**src/rtl/angle_reduce_if.sv**
```systemverilog
// Request/result bundle for the tangent angle reducer.
// Latency: n/a (wiring only).
// Backpressure: none; the master must watch busy/done, since start is ignored while busy.
//
// Signals:
//   start        request pulse, sampled only while the reducer is idle
//   a            signed input angle, integer degrees
//   reduced_deg  signed equivalent tangent angle in [-90,90]
//   pole         reduced angle is +/-90 (tangent undefined)
//   error        input out of range (tied low unless range checking is built in)
//   busy         reducer is working on a request
//   done         one-cycle pulse when the result outputs are valid
interface angle_reduce_if #(
  parameter int INPUTOUTBIT = 16
) ();

  logic                          start;
  logic signed [INPUTOUTBIT-1:0] a;
  logic signed [INPUTOUTBIT-1:0] reduced_deg;
  logic                          pole;
  logic                          error;
  logic                          busy;
  logic                          done;

  modport master (
    output start,
    output a,
    input  reduced_deg,
    input  pole,
    input  error,
    input  busy,
    input  done
  );

  modport slave (
    input  start,
    input  a,
    output reduced_deg,
    output pole,
    output error,
    output busy,
    output done
  );

endinterface

```
**src/rtl/angle_reduce.sv**
```systemverilog
// Reduces an integer-degree angle to the equivalent tangent angle in [-90,90].
// Latency: done k+4 cycles after start is sampled, where k = floor(|a|/180).
// Backpressure: start is ignored while busy; results hold until the next accepted start.
//
// Ports:
//   clk    single clock, rising edge
//   rst_n  asynchronous active-low reset
//   bus    angle_reduce_if.slave: start/a in; reduced_deg/pole/error/busy/done out
//
// Optional feature: define ANGLE_RANGE_CHECK_EN to reject inputs outside
// [-999,999]. Such inputs raise error with a zero result, and done arrives two
// cycles after start. Without the macro, error is tied low and every input
// is reduced. The worst case is a = -32768, at 186 cycles.
module angle_reduce #(
  parameter int INPUTOUTBIT = 16
) (
  input  logic          clk,
  input  logic          rst_n,
  angle_reduce_if.slave bus
);

  localparam int W  = INPUTOUTBIT;
  // One extra bit so that |-2^(W-1)| is representable without overflow.
  localparam int MW = INPUTOUTBIT + 1;

  localparam logic [MW-1:0] M180 = MW'(180);
  localparam logic [MW-1:0] M90  = MW'(90);
  localparam logic [W-1:0]  K180 = W'(180);
  localparam logic [W-1:0]  K0   = '0;

  typedef enum logic [1:0] {
    IDLE,
    LOAD,
    SUB,
    MAP
  } state_t;

  state_t                state;
  logic signed [W-1:0]   a_q;      // input latched on an accepted start
  logic                  neg_q;    // sign of the latched input
  logic [MW-1:0]         m_q;      // magnitude, folded down modulo 180
  logic signed [W-1:0]   red_q;
  logic                  pole_q;
  logic                  busy_q;
  logic                  done_q;

  // Magnitude of the latched input. It is computed in MW bits, so -32768 maps to +32768.
  logic [MW-1:0] a_ext;
  logic [MW-1:0] abs_a;
  assign a_ext = {a_q[W-1], a_q};
  assign abs_a = a_q[W-1] ? ((~a_ext) + MW'(1)) : a_ext;

  logic m_ge_180;
  logic m_gt_90;
  assign m_ge_180 = (m_q >= M180);
  assign m_gt_90  = (m_q >  M90);

  // In MAP, m < 180, so the low W bits carry the whole magnitude.
  logic [W-1:0] m_lo;
  assign m_lo = m_q[W-1:0];

  // The fold (m-180) and the sign negation are merged into a single subtract
  // against a constant, so each path holds one adder behind a 4:1 mux.
  //   a>=0, m<=90 :  m
  //   a>=0, m>90  :  m - 180
  //   a<0,  m<=90 : -m
  //   a<0,  m>90  :  180 - m
  logic [W-1:0] map_r;
  always_comb begin
    map_r = '0;
    unique case ({neg_q, m_gt_90})
      2'b00:   map_r = m_lo;
      2'b01:   map_r = m_lo - K180;
      2'b10:   map_r = K0 - m_lo;
      2'b11:   map_r = K180 - m_lo;
      default: map_r = '0;
    endcase
  end

`ifdef ANGLE_RANGE_CHECK_EN
  localparam logic signed [W-1:0] A_MAX = 999;
  localparam logic signed [W-1:0] A_MIN = -999;

  logic err_q;
  logic out_of_range;
  assign out_of_range = (a_q > A_MAX) || (a_q < A_MIN);
`endif

  always_ff @(posedge clk or negedge rst_n) begin
    if (!rst_n) begin
      state  <= IDLE;
      a_q    <= '0;
      neg_q  <= 1'b0;
      m_q    <= '0;
      red_q  <= '0;
      pole_q <= 1'b0;
      busy_q <= 1'b0;
      done_q <= 1'b0;
`ifdef ANGLE_RANGE_CHECK_EN
      err_q  <= 1'b0;
`endif
    end else begin
      done_q <= 1'b0;
      unique case (state)
        IDLE: begin
          if (bus.start) begin
            a_q    <= bus.a;
            busy_q <= 1'b1;
            state  <= LOAD;
`ifdef ANGLE_RANGE_CHECK_EN
            err_q  <= 1'b0;
`endif
          end
        end

        LOAD: begin
          neg_q <= a_q[W-1];
          m_q   <= abs_a;
`ifdef ANGLE_RANGE_CHECK_EN
          if (out_of_range) begin
            // Reject the input without reducing it; SUB and MAP are skipped.
            err_q  <= 1'b1;
            red_q  <= '0;
            pole_q <= 1'b0;
            done_q <= 1'b1;
            busy_q <= 1'b0;
            state  <= IDLE;
          end else begin
            state  <= SUB;
          end
`else
          state <= SUB;
`endif
        end

        SUB: begin
          // One subtraction of 180 per cycle, repeated until m < 180.
          if (m_ge_180) begin
            m_q <= m_q - M180;
          end else begin
            state <= MAP;
          end
        end

        MAP: begin
          red_q  <= map_r;
          // |r| == 90 exactly when the folded magnitude is 90.
          pole_q <= (m_q == M90);
          done_q <= 1'b1;
          busy_q <= 1'b0;
          state  <= IDLE;
        end

        default: begin
          busy_q <= 1'b0;
          state  <= IDLE;
        end
      endcase
    end
  end

  assign bus.reduced_deg = red_q;
  assign bus.pole        = pole_q;
  assign bus.busy        = busy_q;
  assign bus.done        = done_q;
`ifdef ANGLE_RANGE_CHECK_EN
  assign bus.error       = err_q;
`else
  assign bus.error       = 1'b0;
`endif

endmodule

```
**src/flat_wrapper.sv**
```systemverilog
// flat-port wrapper written by rule: the top's interface ports become plain ports
module angle_reduce_flat 
#(
  parameter int INPUTOUTBIT = 16
)
  (clk, rst_n, bus_start, bus_a, bus_reduced_deg, bus_pole, bus_error, bus_busy, bus_done);
  angle_reduce_if #(.INPUTOUTBIT(INPUTOUTBIT)) bus_i ();
  input  logic clk;
  input  logic rst_n;
  input wire logic [$bits(bus_i.start)-1:0] bus_start;
  input wire logic [$bits(bus_i.a)-1:0] bus_a;
  output wire logic [$bits(bus_i.reduced_deg)-1:0] bus_reduced_deg;
  output wire logic [$bits(bus_i.pole)-1:0] bus_pole;
  output wire logic [$bits(bus_i.error)-1:0] bus_error;
  output wire logic [$bits(bus_i.busy)-1:0] bus_busy;
  output wire logic [$bits(bus_i.done)-1:0] bus_done;
  assign bus_i.start = bus_start;
  assign bus_i.a = bus_a;
  assign bus_reduced_deg = bus_i.reduced_deg;
  assign bus_pole = bus_i.pole;
  assign bus_error = bus_i.error;
  assign bus_busy = bus_i.busy;
  assign bus_done = bus_i.done;
  angle_reduce #(.INPUTOUTBIT(INPUTOUTBIT)) u_core (.clk(clk), .rst_n(rst_n), .bus(bus_i));
endmodule
```
**config.mk**
```make
export PLATFORM = sky130hd
export DESIGN_NAME = angle_reduce_flat
export DESIGN_NICKNAME = d
export VERILOG_FILES = /design/src/rtl/angle_reduce_if.sv /design/src/rtl/angle_reduce.sv /design/src/flat_wrapper.sv
export SDC_FILE = /design/constraint.sdc
export NUM_CORES = 1
export LEC_CHECK = 0
export ABC_AREA = 1
export BUFFER_PORTS_ARGS = -buffer_cell sky130_fd_sc_hd__buf_2
export CELL_PAD_IN_SITES_DETAIL_PLACEMENT = 0
export CELL_PAD_IN_SITES_GLOBAL_PLACEMENT = 2
export CORE_ASPECT_RATIO = 0.7
export CORE_UTILIZATION = 30
export DETAILED_ROUTE_END_ITERATION = 6
export PLACE_DENSITY_LB_ADDON = 0.05
export SYNTH_ARGS = -nofsm -noshare
export SYNTH_HDL_FRONTEND = slang
export SYNTH_SLANG_ARGS = --single-unit
export TNS_END_PERCENT = 20
```
**constraint.sdc**
```tcl
create_clock -name clk -period 2.32 [get_ports clk]
set_input_delay 0.464 -clock clk [delete_from_list [all_inputs] [get_ports clk]]
set_output_delay 0.464 -clock clk [all_outputs]
set_load 0.005 [all_outputs]
```
======== Word level (Yosys, flattened, before mapping) ========
Index checks and enable logic that the tools add are counted.
Widths: inputs -> output; s select.
word-level totals
  register bits after elaboration ......... 55
  output and inout bits ................... 20
  logic and storage cells ................. 44
operators by class
  add/sub/neg operators ................... 5
  $lt $le $gt $ge ......................... 2
  equality and inequality tests ........... 10
  mux-type cells .......................... 10
  bitwise logic cells ..................... 1
  reductions and logical operators ........ 8
operator list
  cell                   count
  $pmux 16 s4            1
  $mux 17                2
  $pmux 17 s2            1
  $add 17x1->17 const B  1
  $eq 17x7->1 const B    1
  $ge 17x8->1 const B    1
  $gt 17x7->1 const B    1
  $not 17->17            1
  $sub 17x8->17 const B  1
  $sub 1x16->16 const A  1
  $sub 16x8->16 const B  1
  $sub 8x16->16 const A  1
  $eq 2x2->1 const B     4
  $pmux 2 s4             1
  $reduce_and 2->1       4
  $eq 2x1->1 const B     2
  $logic_not 2->1        2
  $mux 2                 2
  $ne 2x2->1 const B     2
  $reduce_bool 2->1      2
  $mux 1                 2
  $ne 2x1->1 const B     1
  $pmux 1 s2             1

======== Longest topological paths before layout ========
  word-level depth ........................ 4
  gate-level depth with buffers ........... 19

======== Worst setup path before layout ========
OpenSTA, ideal clock, no wires.
  kind .................................... reg-to-reg
  start point ............................. reg u_core.m_q[2]
  end point ............................... reg u_core.red_q[4], in the netlist u_core.bus.reduced_deg[4]
  library setup time ...................... 0.118 ns
  data arrival time ....................... 2.289 ns
  required time ........................... 2.202 ns
  slack ................................... -0.086 ns
  stages on the path, launching flop included .. 16
  path buffers ............................ 0
  period minus slack after synthesis ...... 2.406 ns
  cell sequence ........................... dfrtp_1 > inv_2 > ha_1 > nand3_1 > nor2_1 > nand2_2 > nand2_1 > nor2_1 > ha_1 > nand2_1 > a21oi_1 > or2_2 > a21oi_1 > nand2_1 > o21bai_1 > inv_1
on the way
  longest elaborated chain between the ends .. 3
  elaborated cells between the ends (all ways) .. 9
  classes of those cells .................. add/sub: 3; order compare: 1; eq/ne: 3; mux: 1; reduce/logical: 1
ends and longest elaborated chain
  item                                      RTL line             source
  start: declaration                        angle_reduce.sv:41   logic [MW-1:0] m_q;
  start signal: assignment                  angle_reduce.sv:118  m_q <= abs_a;
  start signal: assignment                  angle_reduce.sv:139  m_q <= m_q - M180;
  $gt 17x7->1                               angle_reduce.sv:56   assign m_gt_90 = (m_q > M90);
  $eq 2x2->1, or another cell as far along  angle_reduce.sv:71   unique case ({neg_q, m_gt_90})
  $pmux 16 s4 (*)                           angle_reduce.sv:71
  end signal: assignment                    angle_reduce.sv:146  red_q <= map_r;
  end: declaration                          angle_reduce.sv:42   logic signed [W-1:0] red_q;
Every way passes the cells marked *; elsewhere a longest branch is shown, timed or not.
A chain may end at the register's enable or synchronous reset.

======== Worst setup path after layout ========
  start point ............................. reg u_core.m_q[11]
  end point ............................... reg u_core.red_q[11], in the netlist u_core.bus.reduced_deg[11]
Same word-level chain as after synthesis.

==> results by group <==
Outcome
  • Outcome: finished with violations
  • Failing checks: setup timing

Timing
  • Worst slew margin: 0.534
  • Period minus WS final: 2370 ps
  • RSZ-0062 raised after global routing: yes
  • Slew @ Worst Pin: 698 ps
  • Max Slew Vio Count: 0
  • Setup violations, final: 10
  • Post-route clock period utilization: 1.02
  • Hold_ws: 201 ps
  • Final Hold Fails: 0
  • Max Fclk: 0.422 GHz
  • Clk_skew: 7.35 ps
  • Final setup margin: -51.6 ps

CTS
  • H-tree depth: 2
  • CTS tree: done
  • Clock Sinks: 55
  • Worst-path clk slew: 80 ps
  • CTS Buffer Depth: 2
  • CTS root buf: clkbuf_16
  • TritonCTS buffer count: 5
  • Clock Latency Late Sink: 300 ps

Power and ir drop
  • Pleak: 2.74 nW
  • Cell Pwr Density: 1690 mW/mm2
  • Peak supply drop: 0.563 mV

Worst setup path
  • Critical path arrival: 2610 ps
  • CP Capture Type: flop
  • Worst Path Max Fanout: 5
  • CP Class: reg2reg
  • WP data required: 2560 ps
  • Kind of start point of the critical path: flop

Final layout
  • Final instance area: 0.00535 mm2
  • Leading cell type in the layout, fill and taps excluded: nand2_1
  • Fillcell total: 1,357
  • Final-stage net count: 751
  • Area Growth Syn to Fin: 33.0%
  • Ant. Diodes: 0
  • Register area: 0.00138 mm2
  • Most frequent cells in the layout: 210 x nand2_1, 78 x buf_4, 72 x nand3_1
  • Share of cells above drive strength 1: 0.310
  • Area of the multi-input gates: 0.00253 mm2

Place
  • IO buf count: 37
  • Worst slack at placement: -139 ps
  • Post-DP HPWL: 10,500 um
  • Dpl cell area: 0.00478 mm2
  • Gpl congestion: 0.889

Logic synthesis
  • Fraction of the yosys area taken by sequential cells: 0.342
  • Cell area after synthesis: 0.00402 mm2
  • Primary FF master, synth: dfrtp_1
  • EDFF count, synth: 0
  • Post-Synthesis Cells: 609
  • Share of the synthesized area in the top cell type: 0.342
  • Synth top area cells: dfrtp_1 34%, nand2_1 21%, nand3_1 9.6%
  • Asr flop ratio synth: 1.00
  • Synth cell types: 32
  • Cell taking the most area after synthesis: dfrtp_1
  • Syn avg cell area: 6.60 um2
  • Post-synth net total: 644
  • Synth Register Bits: 55
  • Syn. warnings: 0

Routing
  • Initial DRC Count: 209
  • Vias: 4,218
  • Drt first pass iters: 4
  • Drt total wl: 13,700 um
  • Avg Vias per Cell: 4.80
  • Post-DRT Antenna Nets: 0
  • Residual DRC: 0
  • DR WL/cell: 15.6 um

GRT
  • GRT Total Usage: 0.211
  • Largest net degree at the start of global routing: 32
  • Vias in the first global route: 4,225
  • First-pass GRT wire length: 22,700 um
  • Antenna violations before repair: 0
  • Total grt overflow: 0

Die
  • Core Box Area: 0.0128 mm2
  • Die height: 98.9 um
  • Initial Util: 0.315
  • Boundary Pins: 39
  • Core Rows: 34
  • Die area: 0.0139 mm2
  • Die width: 140 um

Run
  • Number of max-cap violations: 0

Worst hold path
  • Worst min-delay path class: in2async
## through the flow
step | utilization | power, mW | cells | TNS (ps)
after floorplan | - | 5.38 | 609 | 0
after global placement | 0.374 | 7.43 | 848 | -2410
after detailed placement | 0.374 | 7.41 | 848 | -1160
after CTS | 0.396 | 8.46 | 867 | -279
after global routing | 0.419 | 9.96 | 878 | -2300
final | 0.419 | 9.02 | 878 | -300
## cells in the mapped netlist (9+ instances only)
cell type and n:
o21ai_0 35, xor2_1 9, nand3_1 77, clkbuf_1 9
o21ai_2 9, nand4_1 11, nand2_2 11, ha_1 16
nor2_1 36, inv_2 11, inv_1 56, nand2_1 224
dfrtp_1 55
## routing by layer
layer / up-vias / part of all wire / track usage
li1: 2154 / - / -
met1: 1966 / 0.52 / 0.314
met2: 88 / 0.42 / 0.315
met3: 10 / 0.056 / 0.0398
met4: 0 / 0.0088 / 0.0363
met5: - / 0 / 0
## worst max-delay path, cell delays in order, from the launching register on
cell	delay, ps
dfrtp_2	450
nor2_4	150
nand3_2	120
nor2_4	120
nand2_2	80
nand2_4	80
nor2_4	40
buf_12	140
ha_4	270
nand2_1	130
nor2_1	170
nand3_1	110
buf_4	140
nand3_1	70
nand3_1	80
nand2_1	60
nand2_1	50
nand2_1	60
## final timing paths
path	start	endpoint	slack, ps	depth (start not counted)
setup / recovery	u_core.m_q[11]	u_core.bus.reduced_deg[11]	-50	17
hold / removal	rst_n	u_core.bus.reduced_deg[3]	200	1
setup reg to reg	u_core.m_q[11]	u_core.bus.reduced_deg[11]	-50	17
hold reg to reg	u_core.bus.reduced_deg[7]	u_core.bus.reduced_deg[7]	480	2
max in group asynchronous	rst_n	u_core.bus.reduced_deg[10]	1460	2
min in group clk	bus_a[3]	u_core.a_q[3]	360	3
## kinds of logic after synthesis
| family | Yosys count | synth area share |
|---|---|---|
| AO/OA/AOI/OAI | 58 | 0.0831 |
| adder cells (fa/ha/maj) | 16 | 0.0498 |
| other | 1 | 0.000933 |
| buffers and inverters | 87 | 0.0877 |
| flip-flops | 55 | 0.342 |
| AND/OR/NAND/NOR | 383 | 0.417 |
| XOR/XNOR | 9 | 0.0196 |
## report_power, final
part           leakage (nW)  internal, mW  total, mW  switching [mW]
logic                  1.99          2.57       6.40            3.84
registers             0.673          1.44       1.80           0.366
clock network        0.0733         0.430      0.811           0.381
## area by class of cell
cell class	count	share of cell area
multi-input cells	467	0.474
clock buffers	6	0.0260
well taps	162	0.0379
repair buffers	118	0.154
flip-flops and latches	55	0.258
inverters	69	0.0489
clock inverters	1	0.00164
## registers in the layout (all words and copies together), names as in the netlist
| name | cells |
|---|---|
| u_core.bus.busy | 1 |
| u_core.state | 2 |
| u_core.neg_q | 1 |
| u_core.bus.pole | 1 |
| u_core.m_q | 17 |
| u_core.bus.done | 1 |
| u_core.a_q | 16 |
| u_core.bus.reduced_deg | 16 |
## what timing repair did
action / 4_1_cts / 5_1_grt
buffers inserted: 12 / 11
hold buffers: 0 / 0
resized for setup: 10 / 51
endpoints found under the setup margin: 12 / 14
cloned: 0 / 0
pin swaps: 5 / 19
Note: power is estimated with default switching activity, not from simulation.
